==> src/rtl/divider_if.sv <==
// Handshake and operand/result bundle between the execute stage and the divider.
interface divider_if #(parameter int WIDTH = 32);
  logic             start;
  logic             flush;
  logic             sign;
  logic [WIDTH-1:0] dividend;
  logic [WIDTH-1:0] divisor;
  logic             busy;
  logic             valid;
  logic [WIDTH-1:0] quotient;
  logic [WIDTH-1:0] remainder;

  modport master (
    output start, flush, sign, dividend, divisor,
    input  busy, valid, quotient, remainder
  );

  modport slave (
    input  start, flush, sign, dividend, divisor,
    output busy, valid, quotient, remainder
  );
endinterface

==> src/rtl/divider.sv <==
// Multi-cycle radix-2 restoring divider, one quotient bit per clock.
// Define DIVIDER_SIGNED_EN to honour the sign input; otherwise all divides are unsigned.
//
// state | meaning
// IDLE  | waiting for start; results held
// CALC  | 32 shift/subtract iterations
// DONE  | first cycle registers results and raises valid, second returns to IDLE
module divider #(
  parameter int WIDTH = 32
) (
  input  logic     clk,
  input  logic     rst_n,
  divider_if.slave bus
);

  typedef enum logic [1:0] {IDLE, CALC, DONE} state_t;

  state_t             state;
  logic [4:0]         count;
  logic [WIDTH-1:0]   rem;
  logic [WIDTH-1:0]   quo;
  logic [WIDTH-1:0]   dvs;
  logic               busy_q;
  logic               valid_q;
  logic [WIDTH-1:0]   quotient_q;
  logic [WIDTH-1:0]   remainder_q;

  logic [WIDTH-1:0]   a_abs;
  logic [WIDTH-1:0]   b_abs;
  logic [WIDTH:0]     shifted;
  logic [WIDTH:0]     diff;
  logic               ge;
  logic [WIDTH-1:0]   q_final;
  logic [WIDTH-1:0]   r_final;

`ifdef DIVIDER_SIGNED_EN
  logic neg_a;
  logic neg_b;
  logic neg_q;
  logic neg_r;
  logic div_zero;

  assign neg_a = bus.sign & bus.dividend[WIDTH-1];
  assign neg_b = bus.sign & bus.divisor[WIDTH-1];
  assign a_abs = neg_a ? -bus.dividend : bus.dividend;
  assign b_abs = neg_b ? -bus.divisor  : bus.divisor;

  // Overflow (MIN / -1) falls out naturally: |MIN| / 1 = MIN, and negating MIN is MIN.
  always_comb begin
    q_final = neg_q ? -quo : quo;
    r_final = neg_r ? -rem : rem;
    if (div_zero) q_final = '1;
  end
`else
  logic sign_unused;

  assign sign_unused = bus.sign;
  assign a_abs       = bus.dividend;
  assign b_abs       = bus.divisor;

  // A zero divisor naturally yields all-ones quotient and remainder = dividend.
  always_comb begin
    q_final = quo;
    r_final = rem;
  end
`endif

  // Partial remainder can reach 2*divisor-1 after the shift, so compare in WIDTH+1 bits.
  assign shifted = {rem, quo[WIDTH-1]};
  assign diff    = shifted - {1'b0, dvs};
  assign ge      = ~diff[WIDTH];

  always_ff @(posedge clk or negedge rst_n) begin
    if (!rst_n) begin
      state       <= IDLE;
      count       <= '0;
      rem         <= '0;
      quo         <= '0;
      dvs         <= '0;
      busy_q      <= 1'b0;
      valid_q     <= 1'b0;
      quotient_q  <= '0;
      remainder_q <= '0;
`ifdef DIVIDER_SIGNED_EN
      neg_q       <= 1'b0;
      neg_r       <= 1'b0;
      div_zero    <= 1'b0;
`endif
    end else begin
      case (state)
        IDLE: begin
          valid_q <= 1'b0;
          if (bus.start && !bus.flush) begin
            rem    <= '0;
            quo    <= a_abs;
            dvs    <= b_abs;
            count  <= '0;
            busy_q <= 1'b1;
            state  <= CALC;
`ifdef DIVIDER_SIGNED_EN
            neg_q    <= neg_a ^ neg_b;
            neg_r    <= neg_a;
            div_zero <= (bus.divisor == '0);
`endif
          end
        end
        CALC: begin
          if (bus.flush) begin
            busy_q <= 1'b0;
            count  <= '0;
            state  <= IDLE;
          end else begin
            rem   <= ge ? diff[WIDTH-1:0] : shifted[WIDTH-1:0];
            quo   <= {quo[WIDTH-2:0], ge};
            count <= count + 5'd1;
            if (count == 5'd31) state <= DONE;
          end
        end
        DONE: begin
          if (!valid_q) begin
            quotient_q  <= q_final;
            remainder_q <= r_final;
            valid_q     <= 1'b1;
          end else begin
            valid_q <= 1'b0;
            busy_q  <= 1'b0;
            count   <= '0;
            state   <= IDLE;
          end
        end
        default: begin
          busy_q  <= 1'b0;
          valid_q <= 1'b0;
          state   <= IDLE;
        end
      endcase
    end
  end

  assign bus.busy      = busy_q;
  assign bus.valid     = valid_q;
  assign bus.quotient  = quotient_q;
  assign bus.remainder = remainder_q;

endmodule

==> src/flat_wrapper.sv <==
// flat-port wrapper written by rule: the top's interface ports become plain ports
module divider_flat 
#(
  parameter int WIDTH = 32
)
  (clk, rst_n, bus_start, bus_flush, bus_sign, bus_dividend, bus_divisor, bus_busy, bus_valid, bus_quotient, bus_remainder);
  divider_if #(.WIDTH(WIDTH)) bus_i ();
  input  logic clk;
  input  logic rst_n;
  input wire logic [$bits(bus_i.start)-1:0] bus_start;
  input wire logic [$bits(bus_i.flush)-1:0] bus_flush;
  input wire logic [$bits(bus_i.sign)-1:0] bus_sign;
  input wire logic [$bits(bus_i.dividend)-1:0] bus_dividend;
  input wire logic [$bits(bus_i.divisor)-1:0] bus_divisor;
  output wire logic [$bits(bus_i.busy)-1:0] bus_busy;
  output wire logic [$bits(bus_i.valid)-1:0] bus_valid;
  output wire logic [$bits(bus_i.quotient)-1:0] bus_quotient;
  output wire logic [$bits(bus_i.remainder)-1:0] bus_remainder;
  assign bus_i.start = bus_start;
  assign bus_i.flush = bus_flush;
  assign bus_i.sign = bus_sign;
  assign bus_i.dividend = bus_dividend;
  assign bus_i.divisor = bus_divisor;
  assign bus_busy = bus_i.busy;
  assign bus_valid = bus_i.valid;
  assign bus_quotient = bus_i.quotient;
  assign bus_remainder = bus_i.remainder;
  divider #(.WIDTH(WIDTH)) u_core (.clk(clk), .rst_n(rst_n), .bus(bus_i));
endmodule
==> config.mk <==
export PLATFORM = sky130hd
export DESIGN_NAME = divider_flat
export DESIGN_NICKNAME = d
export VERILOG_FILES = /design/src/rtl/divider_if.sv /design/src/rtl/divider.sv /design/src/flat_wrapper.sv
export SDC_FILE = /design/constraint.sdc
export NUM_CORES = 1
export LEC_CHECK = 0
export CORE_MARGIN = 5
export CORE_UTILIZATION = 59
export DETAILED_ROUTE_END_ITERATION = 16
export PLACE_DENSITY = 0.93
export SKIP_CTS_REPAIR_TIMING = 1
export SYNTH_ARGS = -nofsm -noshare
export SYNTH_HDL_FRONTEND = slang
export SYNTH_SLANG_ARGS = --single-unit
==> constraint.sdc <==
create_clock -name clk -period 5.81 [get_ports clk]
set_input_delay 1.162 -clock clk [delete_from_list [all_inputs] [get_ports clk]]
set_output_delay 1.162 -clock clk [all_outputs]
set_load 0.1 [all_outputs]
Word level (Yosys, flattened, before mapping). Cells that the tools add are included.

Register bits: 169. Bits of input ports: 69.

Add/subtract/negate cells: 2. Equal/unequal tests: 8. Mux-type cells: 22. Bitwise logic cells: 2. Reduce and logical (&&, ||, !) cells: 11.

Operator list (number): $mux W32 (5); $pmux W32 S2 (2); $sub A33 B32 Y33 (1); $mux W5 (3); $pmux W5 S3 (1); $reduce_and A3 Y1 (4); $mux W2 (4); $pmux W2 S3 (1); $add A5 B1 Y5 const B (1); $eq A5 B5 Y1 const B (1); $mux W1 (4); $ne A2 B1 Y1 const B (2); $ne A2 B2 Y1 const B (2); $reduce_and A2 Y1 (2); $ne A3 B2 Y1 const B (1); $pmux W1 S3 (1); $reduce_bool A3 Y1 (1); $eq A2 B1 Y1 const B (1); $eq A2 B2 Y1 const B (1); $logic_not A2 Y1 (1); $not A1 Y1 (2); $pmux W1 S2 (1); $reduce_bool A2 Y1 (1); $logic_and A1 B1 Y1 (1); $logic_not A1 Y1 (1).

Logic depth before layout (Yosys ltp). Gate-level depths: netlist (run 1).

Word-level depth: 4. Gate-level depth with buffers: 14.

Worst setup path before layout (run 1). No wires, ideal clock.

Kind: reg2reg. Start: register u_core.quo[31], in the netlist u_core.q_final[31]. End: register u_core.rem[10], in the netlist u_core.r_final[10]. Setup time: 0.132 ns. Arrival: 3.126 ns. Setup slack: 2.552 ns. Stages on the path, launching flop included: 15. Buffers on the path: 1. Period minus slack after synthesis: 3.258 ns. Path through: dfrtp_1 > inv_1 > ha_1 > inv_1 > fa_1 > a211oi_1 > o21a_1 > a211o_1 > and3_1 > or3_4 > a221oi_4 > xor2_4 > buf_6 > mux2i_1 > o21ai_1.

Word-level cells in the longest chain between the ends: 4.

RTL lines: from (decl) (line divider.sv:21) `logic [WIDTH-1:0] quo;`; from (signal assigned) (line divider.sv:95) `quo <= a_abs;`; from (signal assigned) (line divider.sv:114) `quo <= {quo[WIDTH-2:0], ge};`; $sub A33 B32 Y33 (line divider.sv:70) `assign diff = shifted - {1'b0, dvs};`; $mux W32 (line divider.sv:113) `rem <= ge ? diff[WIDTH-1:0] : shifted[WIDTH-1:0];`; $mux W32 (line divider.sv:108) `if (bus.flush) begin`; $pmux W32 S2 (line divider.sv:90) `case (state)`; to (signal assigned) (line divider.sv:113); to (decl) (line divider.sv:20) `logic [WIDTH-1:0] rem;`.

No other way between the ends. The select of a mux whose other input is x is not followed. A chain may end at the register's enable or synchronous reset.

Worst setup path in the final report (run 1).
Start: register u_core.quo[31], in the netlist u_core.q_final[31]. End: register u_core.rem[28], in the netlist u_core.r_final[28].

Same word-level chain as after synthesis.

==> results of run 1 <==
[through the flow]
step | util, % | setup WS, ns | cells
after detailed placement | 70.15 | 1.569 | 1110
after floorplan | - | 2.552 | 823
final | 74.81 | 1.561 | 1142
after global routing | 74.81 | 1.303 | 1142
after CTS | 74.81 | 1.545 | 1142
after global placement | 70.15 | 1.644 | 1110
[critical path: stages (launching register included)]
cell,delay [ns]
dfrtp_1,0.36
inv_1,0.07
ha_1,0.21
inv_1,0.07
fa_1,0.22
a211oi_1,0.10
o21a_1,0.25
a211o_1,0.34
and3_1,0.18
or3_4,0.41
a221oi_4,0.35
xor2_4,0.85
buf_4,0.37
mux2i_1,0.24
o21ai_1,0.07
[final timing paths]
| kind | from | slack, ns | endpoint | depth (start not counted) |
|---|---|---|---|---|
| max | u_core.q_final[31] | 1.56 | u_core.r_final[28] | 14 |
| min | u_core.bus.quotient[14] | 0.50 | u_core.bus.quotient[14] | 1 |
| max reg2reg | u_core.q_final[31] | 1.56 | u_core.r_final[28] | 14 |
| min reg2reg | u_core.bus.quotient[14] | 0.50 | u_core.bus.quotient[14] | 1 |
| max in group asynchronous | rst_n | 3.96 | u_core.dvs[23] | 2 |
| min in group asynchronous | rst_n | 0.62 | u_core.q_final[17] | 1 |
[sequential cells by signal (all words and copies together), names as in the netlist]
name and cells:
u_core.bus.quotient 32, u_core.count 5, u_core.r_final 32, u_core.q_final 32, u_core.bus.remainder 32, u_core.dvs 32, u_core.bus.valid 1, u_core.state 2
u_core.bus.busy 1
[power by group]
group / total [mW] / internal [mW] / switching (mW)
registers: 1.55 / 1.37 / 0.178
logic: 1.87 / 0.826 / 1.05
clock network: 1.28 / 0.813 / 0.463
total: 4.70 / 3.01 / 1.69
[routing by layer]
metal | vias to the layer above | wire (um) | track usage, %
met2 | 223 | 9454 | 39.00
met1 | 3238 | 8698 | 31.62
met3 | 37 | 1249 | 4.715
met5 | - | 0 | 0
met4 | 0 | 290 | 6.715
li1 | 3149 | - | -
[synthesized netlist by cell type, types with 4 or more instances]
| master | instances | share of area (%) |
|---|---|---|
| o21bai_1 | 5 | 0.44 |
| dfrtp_1 | 169 | 49 |
| nand3_1 | 11 | 0.64 |
| xnor2_1 | 15 | 1.5 |
| o21a_1 | 7 | 0.61 |
| a21oi_1 | 29 | 1.7 |
| a2bb2oi_1 | 8 | 0.81 |
| nand4_1 | 4 | 0.29 |
| nand2_1 | 110 | 4.8 |
| nor3_1 | 6 | 0.35 |
| o21ai_1 | 33 | 1.9 |
| ha_1 | 34 | 4.9 |
| a211oi_1 | 6 | 0.52 |
| xor2_1 | 13 | 1.3 |
| mux2_2 | 65 | 8.5 |
| mux2i_1 | 58 | 6.7 |
| a21o_1 | 11 | 0.96 |
| inv_1 | 42 | 1.8 |
| nor2_1 | 21 | 0.91 |
| and3_1 | 7 | 0.51 |
| clkbuf_1 | 35 | 1.5 |
| o21ai_0 | 77 | 4.5 |
| a31oi_1 | 4 | 0.29 |
[final cells by class]
class / count / share of cell area [%]
sequential: 169 / 39.19
timing repair buffer: 142 / 12.98
clock buffer: 23 / 4.522
tap: 184 / 2.134
multi-input combinational: 573 / 38.01
inverter: 42 / 1.461
clock inverter: 9 / 1.705
[cells by family after synthesis]
group / Yosys count / synth area share [%]
simple gates: 183 / 9.444
xor+xnor: 29 / 3.163
flops: 169 / 49.04
buf+inv: 81 / 3.757
mux: 123 / 15.22
fa+ha+maj: 35 / 5.165
compound gates: 203 / 14.22
==> run metrics, run 1 <==
measured slew at the worst slew-check pin between 1 and 1.5 ns; drt wl/cell 17.24 um; Ant. Diodes 0; FF+latch count, synth 169; share of layout cells above drive strength 1 12.32%; ANT nets after route 0; commonest non-fill, non-tap cells in the layout 169 x dfrtp_1, 132 x clkdlybuf4s50_1, 110 x nand2_1; Pwr Density 435.2 nW/um2; clk slew on worst S/H paths 0.06 ns; Final GP Congestion approximately 0.93; final period utilization 73.14%; Fillers 978; Die Area 17140 um2; top_reg_cell synth dfrtp_1; Yosys cell types 57; Seq/Total Area, Yosys 49.04%; Vias/cell about 5.8; clk_skew 0.007618 ns; worst hold path class reg -> reg; initial antenna violation count 0; root buffer cell clkbuf_16; worst-skew pair later-pin latency 0.43 ns; most common cell after layout, fill and taps aside dfrtp_1; CTS tree built; max_cap viols 0; Hold WS 0.5040 ns; mapped cell area 8625 um2; Sink Count about 170; Hold Vio Cnt, Final 0; final count of pins violating max slew 0; RSZ-0062 raised after global routing false; initial DRC count about 430; status finished, final reports clean; starting density of the core between 50% and 60%; core area about 14000 um2; Arr. time, crit path 4.52 ns; final wirelength 19690 um; GRT overflow 0; Area Growth Syn to Fin 25.11%; Pleak 4.994 nW; FF/Latch Area between 4000 and 5000 um2; asr flop ratio synth 100.0%; First-pass DRT Iterations 5; setup violators final 0; Non-Filler Cell Area, Final 10790 um2; TritonCTS Buffers 17; Design Power roughly 4.7 mW; Critical Path RT 6.08 ns; CP max FO 25; Multi-input gate area 4101 um2; Fmax achieved about 240 MHz; Placed Area 10120 um2; peak supply drop 0.2327 mV; largest net degree at the start of global routing 73; nets 1049; cells after synthesis a little over 800; Via Count 6647; synthesized area per cell between 10 and 15 um2; gr usage total 23.49%; first-pass GRT wire length 31950 um; number of flops mapped to enable cells by yosys 0; Max-slew headroom 20.62%; setup TNS 0 ns; DP HPWL 13310 um; Yosys Warn Count 0; vias in the first global route 6531; num rows 44; Crit. End Element flop; Post-Syn Nets 927; io pins 135; chip width 130.9 um; fin crit period 4.249 ns; clk buf depth 2; Die Ht 130.9 um; final routed DRC violation total 0; crit path launch type flop; WS Path Type reg -> reg; htree depth 4; Port Buf Inserts 133
(Power assumes the default switching activity.)
==> inputs of run 2 (changes only) <==
--- a/config.mk
+++ b/config.mk
@@ -6,9 +6,9 @@
 export NUM_CORES = 1
 export LEC_CHECK = 0
 export CORE_MARGIN = 5
-export CORE_UTILIZATION = 59
+export CORE_UTILIZATION = 54
 export DETAILED_ROUTE_END_ITERATION = 16
-export PLACE_DENSITY = 0.93
+export PLACE_DENSITY = 0.87
 export SKIP_CTS_REPAIR_TIMING = 1
 export SYNTH_ARGS = -nofsm -noshare
 export SYNTH_HDL_FRONTEND = slang
==> constraint.sdc (replaced) <==
create_clock -name clk -period 4.4 [get_ports clk]
set_input_delay 0.88 -clock clk [delete_from_list [all_inputs] [get_ports clk]]
set_output_delay 0.88 -clock clk [all_outputs]
set_load 0.1 [all_outputs]
==> run 2 against run 1 <==
Compared with the run above:
- global-route usage is 1.2 points lower
- count of clock-buffer cells in the layout fell by 2
- final cell count up 3.1%
- die area is 8.5% higher
- sequential power grew 32%
- largest cell class unchanged
==> run metrics, run 2 (synthesis gave the netlist of run 1 again) <==
first-pass GRT wire length 32890 um (+3.0%); htree depth 4 (unchanged); Fmax achieved 273.4 MHz (+16%); Worst R2R Setup Slack 0.74 ns (-0.82 ns); Crit. End Element flop; slowest CP cell or3_4; share of layout cells above drive strength 1 12.70% (+0.38 points); Pleak 5.003 nW (+0.20%); gr usage total 22.32% (-1.2 points); final routed DRC violation total 0 (unchanged); Area Growth Syn to Fin 25.63%; root buffer cell clkbuf_16; WS Path Type reg -> reg; Die Area 18600 um2 (+8.5%); CP max FO 24 (-4.0%); core area 15770 um2 (+9.3%); Arr. time, crit path 3.93 ns (-0.59 ns); io pins 135 (unchanged); most common cell after layout, fill and taps aside dfrtp_1; most frequent CP cell inv_1; Worst Setup SP u_core.q_final[31]; starting density of the core 54.69% (-5.1 points); clk slew on worst S/H paths 0.06 ns (about the same); CTS tree built; reg2reg path depth 14 (unchanged); peak supply drop 0.3062 mV (+32%); crit-path max cell delay 0.41 ns (-0.44 ns); clk buf depth 2 (unchanged); worst hold path class in -> async; largest net degree at the start of global routing 68 (-6.8%); initial antenna violation count 0 (unchanged); Port Buf Inserts 133 (unchanged); First-pass DRT Iterations 4 (-1); final period utilization 83.14% (+10 points); final std cells w/o fill 1177 (+3.1%); Placed Cells 1146 (+3.2%); Critical Path RT 4.67 ns (-1.41 ns); nets 1053 (+0.38%); RR Endpoint u_core.r_final[3]; max_cap viols 0 (unchanged); drt wl/cell 16.80 um (-2.6%); Max-slew headroom 30.82% (+10 points); Ant. Diodes 0 (unchanged); fin crit period 3.658 ns (-0.5914 ns); Hold Vio Cnt, Final 0 (unchanged); Final GP Congestion 0.8876 (-4.2%); clk_skew 0.007666 ns (+0.00004760 ns); setup TNS 0 ns (unchanged); GRT overflow 0 (unchanged); chip width 136.4 um (+4.2%); measured slew at the worst slew-check pin 1.034 ns (-0.1563 ns); RSZ-0062 raised after global routing false; Via Count 6457 (-2.9%); Die Ht 136.4 um (+4.2%); status finished, final reports clean; ANT nets after route 0 (unchanged); setup violators final 0 (unchanged); final count of pins violating max slew 0 (unchanged); Pwr Density 562.9 nW/um2 (+29%); worst-skew pair later-pin latency 0.43 ns (about the same); worst-path cell chain inv_1, ha_1, inv_1, fa_1, a211oi_1, o21a_1, a211o_1, and3_1, or3_4, a221oi_4, xor2_4, buf_4, mux2i_1, o21ai_1; Sink Count 169 (unchanged); Reg-to-Reg Start u_core.q_final[31]; crit path launch type flop; num rows 46 (+4.5%); final wirelength 19770 um (+0.42%); DP HPWL 13850 um (+4.1%); initial DRC count 320 (-26%); vias in the first global route 6677 (+2.2%); Vias/cell 5.486 (-5.7%); TritonCTS Buffers 17 (unchanged); commonest non-fill, non-tap cells in the layout 169 x dfrtp_1, 132 x clkdlybuf4s50_1, 110 x nand2_1
## run 2: cell count changes in the layout (fill, tap and decap cells not counted)
cell / before / now
clkbuf_8: 4 / 3
clkinv_2: 0 / 2
clkbuf_1: 2 / 1
bufinv_16: 5 / 4
buf_4: 9 / 12
buf_12: 0 / 1
## run 2: report_power, final
group,leakage (nW),switching (mW),internal [mW]
sequential,2.25,0.236,1.80
combinational,2.45,1.36,1.10
clock,0.310,0.604,0.995
## run 2: layout make-up
class	instances	area, um2
Tap cell	216	270.3
Inverter	42	157.7
Timing Repair Buffer	146	1443
Fill cell	1234	4935
Sequential cell	169	4229
Clock buffer	21	470.5
Multi-Input combinational cell	573	4101
Clock inverter	10	163.9
## run 2: how the worst max path moves through the flow
stage	to
global route	u_core.r_final[11]
floorplan	u_core.r_final[10]
finish	u_core.r_final[3]
global placement	u_core.r_final[24]
detailed placement	u_core.r_final[15]
CTS	u_core.r_final[3]
## run 2: worst max-delay path: cells and delay by family, from the launching register on
kind,cells,cell delay (ns)
flops,1,0.38
simple gates,2,0.60
xor+xnor,1,0.17
mux,1,0.25
fa+ha+maj,2,0.44
buf+inv,3,0.53
compound gates,5,1.13
## run 2: metrics by stage
stage          setup WS, ns  util, %  hold WS, ns  power [mW]  cell area (um2)
2_1_floorplan         1.142        -       0.4649       3.925             8625
3_3_place_gp         0.8434    64.69       0.4852       4.367            10200
3_5_place_dp         0.7674    64.69       0.4945       4.467            10200
4_1_cts              0.7513    68.71       0.4544       6.097            10840
5_1_grt              0.5269    68.71       0.4831       6.507            10840
6_report             0.7419    68.71       0.4387       6.099            10840
## run 2: metal layers
metal / part of all wire, % / up-vias / global-route usage, %
met5: 0 / - / 0
met4: 1.3 / 0 / 7.223
met3: 5.2 / 26 / 3.812
met2: 47 / 179 / 36.24
met1: 47 / 3099 / 30.70
li1: - / 3153 / -
==> inputs of run 3 (changes only) <==
==> constraint.sdc (replaced) <==
create_clock -name clk -period 3.7 [get_ports clk]
set_input_delay 0.74 -clock clk [delete_from_list [all_inputs] [get_ports clk]]
set_output_delay 0.74 -clock clk [all_outputs]
set_load 0.1 [all_outputs]
==> run 3 against run 2 <==
Compared with the run above:
- clock skew barely moved
- via count rose by 1.1%
- sequential share of layout area barely moved
- cell area barely moved
- count of clock-buffer cells in the layout fell by 1
- routed wire length barely moved
- largest power group unchanged
- highest routed layer unchanged
==> run metrics, run 3 (synthesis gave the netlist of run 1 again) <==
FF/Latch Area 4229 um2 (unchanged); largest net degree at the start of global routing 70 (+2.9%); Area Growth Syn to Fin 25.56% (about the same); setup violators final 0 (unchanged); Ant. Diodes 0 (unchanged); WS Path Type reg -> reg; DP HPWL 13880 um (+0.25%); core area 15770 um2 (unchanged); Fillers 1220 (-1.1%); initial antenna violation count 0 (unchanged); gr usage total 22.21% (-0.11 points); Die Ht 136.4 um (unchanged); Sw Pwr 2.641 mW (+20%); Via Count 6525 (+1.1%); fin crit period 3.501 ns (-0.1569 ns); clk slew on worst S/H paths 0.07 ns (about the same); ANT nets after route 0 (unchanged); measured slew at the worst slew-check pin 1.037 ns (+0.002762 ns); Gate power share 41.3% (+1.0 points); setup TNS 0 ns (unchanged); Port Buf Inserts 133 (unchanged); First-pass DRT Iterations 4 (unchanged); Max-slew headroom 30.64% (-0.18 points); Final GP Congestion 0.8780 (-1.1%); CTS tree built; peak supply drop 0.4271 mV (+39%); drt wl/cell 16.74 um (-0.33%); GRT overflow 0 (unchanged); commonest non-fill, non-tap cells in the layout 169 x dfrtp_1, 132 x clkdlybuf4s50_1, 110 x nand2_1; Internal 4.519 mW (+16%); most common cell after layout, fill and taps aside dfrtp_1; root buffer cell clkbuf_16; CP max FO 20 (-17%); htree depth 4 (unchanged); chip width 136.4 um (unchanged); clk buf depth 2 (unchanged); final count of pins violating max slew 0 (unchanged); initial DRC count 336 (+5.0%); post-layout util 68.67% (about the same); starting density of the core 54.69% (unchanged); num rows 46 (unchanged); Critical Path RT 3.99 ns (-0.68 ns); vias in the first global route 6715 (+0.57%); Flop pwr share 34.0% (+0.5 points); io pins 135 (unchanged); Clock power frac 24.7% (-1.5 points); Switching Share 36.88% (+0.79 points); final routed DRC violation total 0 (unchanged); final period utilization 94.63% (+11 points); RSZ-0062 raised after global routing false; worst-skew pair later-pin latency 0.42 ns (about the same); Pwr Density 661.2 nW/um2 (+17%); share of layout cells above drive strength 1 12.86% (+0.17 points); Vias/cell 5.530 (+0.80%); max_cap viols 0 (unchanged); final wirelength 19760 um (about the same); Arr. time, crit path 3.79 ns (-0.14 ns); Sink Count 169 (unchanged); first-pass GRT wire length 32960 um (+0.21%); Multi-input gate area 4101 um2 (unchanged); Hold Vio Cnt, Final 0 (unchanged); status finished, final reports clean; nets 1055 (+0.19%); TritonCTS Buffers 17 (unchanged); crit path launch type flop; Fmax achieved 285.6 MHz (+4.5%); Crit. End Element flop; Pleak 4.989 nW (-0.29%); Die Area 18600 um2 (unchanged); clk_skew 0.007281 ns (-0.0003846 ns); worst hold path class in -> async
run 3: changes by cell type in the layout (fill, tap and decap cells not counted):
cell / delta
clkbuf_1: +1
clkbuf_8: -2
inv_8: +2
buf_12: +2
bufinv_16: -2
clkinvlp_4: +2
run 3: area by class of cell:
type	count	area share, %
well taps	216	2.496
clock inverters	12	1.306
clock buffers	20	4.125
inverters	42	1.456
multi-input cells	573	37.87
flip-flops and latches	169	39.05
repair buffers	148	13.69
run 3: per-stage QoR:
| step | power (mW) | cells | worst slack [ns] | hold WS [ns] | cell area [um2] |
|---|---|---|---|---|---|
| 5_1_grt | 7.650 | 1180 | 0.03254 | 0.3614 | 10830 |
| 2_1_floorplan | 4.667 | 823 | 0.4419 | 0.4444 | 8625 |
| 3_5_place_dp | 5.367 | 1148 | 0.2222 | 0.4938 | 10240 |
| 3_3_place_gp | 5.252 | 1148 | 0.3115 | 0.4840 | 10240 |
| 4_1_cts | 7.178 | 1180 | 0.1911 | 0.3276 | 10830 |
| 6_report | 7.160 | 1180 | 0.1988 | 0.3073 | 10830 |
run 3: path summary, 6_finish.rpt:
| kind | start | to | slack, ns | cells past startpoint |
|---|---|---|---|---|
| max in group asynchronous | rst_n | u_core.bus.quotient[10] | 2.50 | 2 |
| min in group clk | u_core.bus.quotient[17] | u_core.bus.quotient[17] | 0.51 | 1 |
| worst max register to register | u_core.q_final[31] | u_core.r_final[7] | 0.20 | 14 |
| worst min register to register | u_core.bus.quotient[17] | u_core.bus.quotient[17] | 0.51 | 1 |
| worst max-delay path | u_core.q_final[31] | u_core.r_final[7] | 0.20 | 14 |
| worst min-delay path | rst_n | u_core.q_final[16] | 0.31 | 1 |
run 3: power groups by stage:
| stage | combinational (mW) | clock, mW | sequential [mW] |
|---|---|---|---|
| 6_report | 2.96 | 1.77 | 2.43 |
| 2_1_floorplan | 2.30 | 0 | 2.36 |
| 4_1_cts | 2.95 | 1.80 | 2.43 |
| 3_5_place_dp | 2.91 | 0 | 2.46 |
| 3_3_place_gp | 2.82 | 0 | 2.44 |
| 5_1_grt | 3.30 | 1.88 | 2.47 |
run 3: layer usage:
metal	global-route usage, %	wire, um	vias to the layer above
met1	29.79	8965	3188
li1	-	-	3144
met2	36.52	9359	166
met5	0	0	-
met4	6.999	380	0
met3	4.478	1053	27
run 3: critical path, cell delays in order, from the launching register on:
cell and delay [ns]:
dfrtp_1 0.38, inv_1 0.07, ha_1 0.21, inv_1 0.07
fa_1 0.22, a211oi_1 0.10, o21a_1 0.25, a211o_1 0.33
and3_1 0.18, or3_4 0.41, a221oi_4 0.35, xor2_4 0.24
buf_12 0.22, mux2i_1 0.25, o21ai_1 0.09
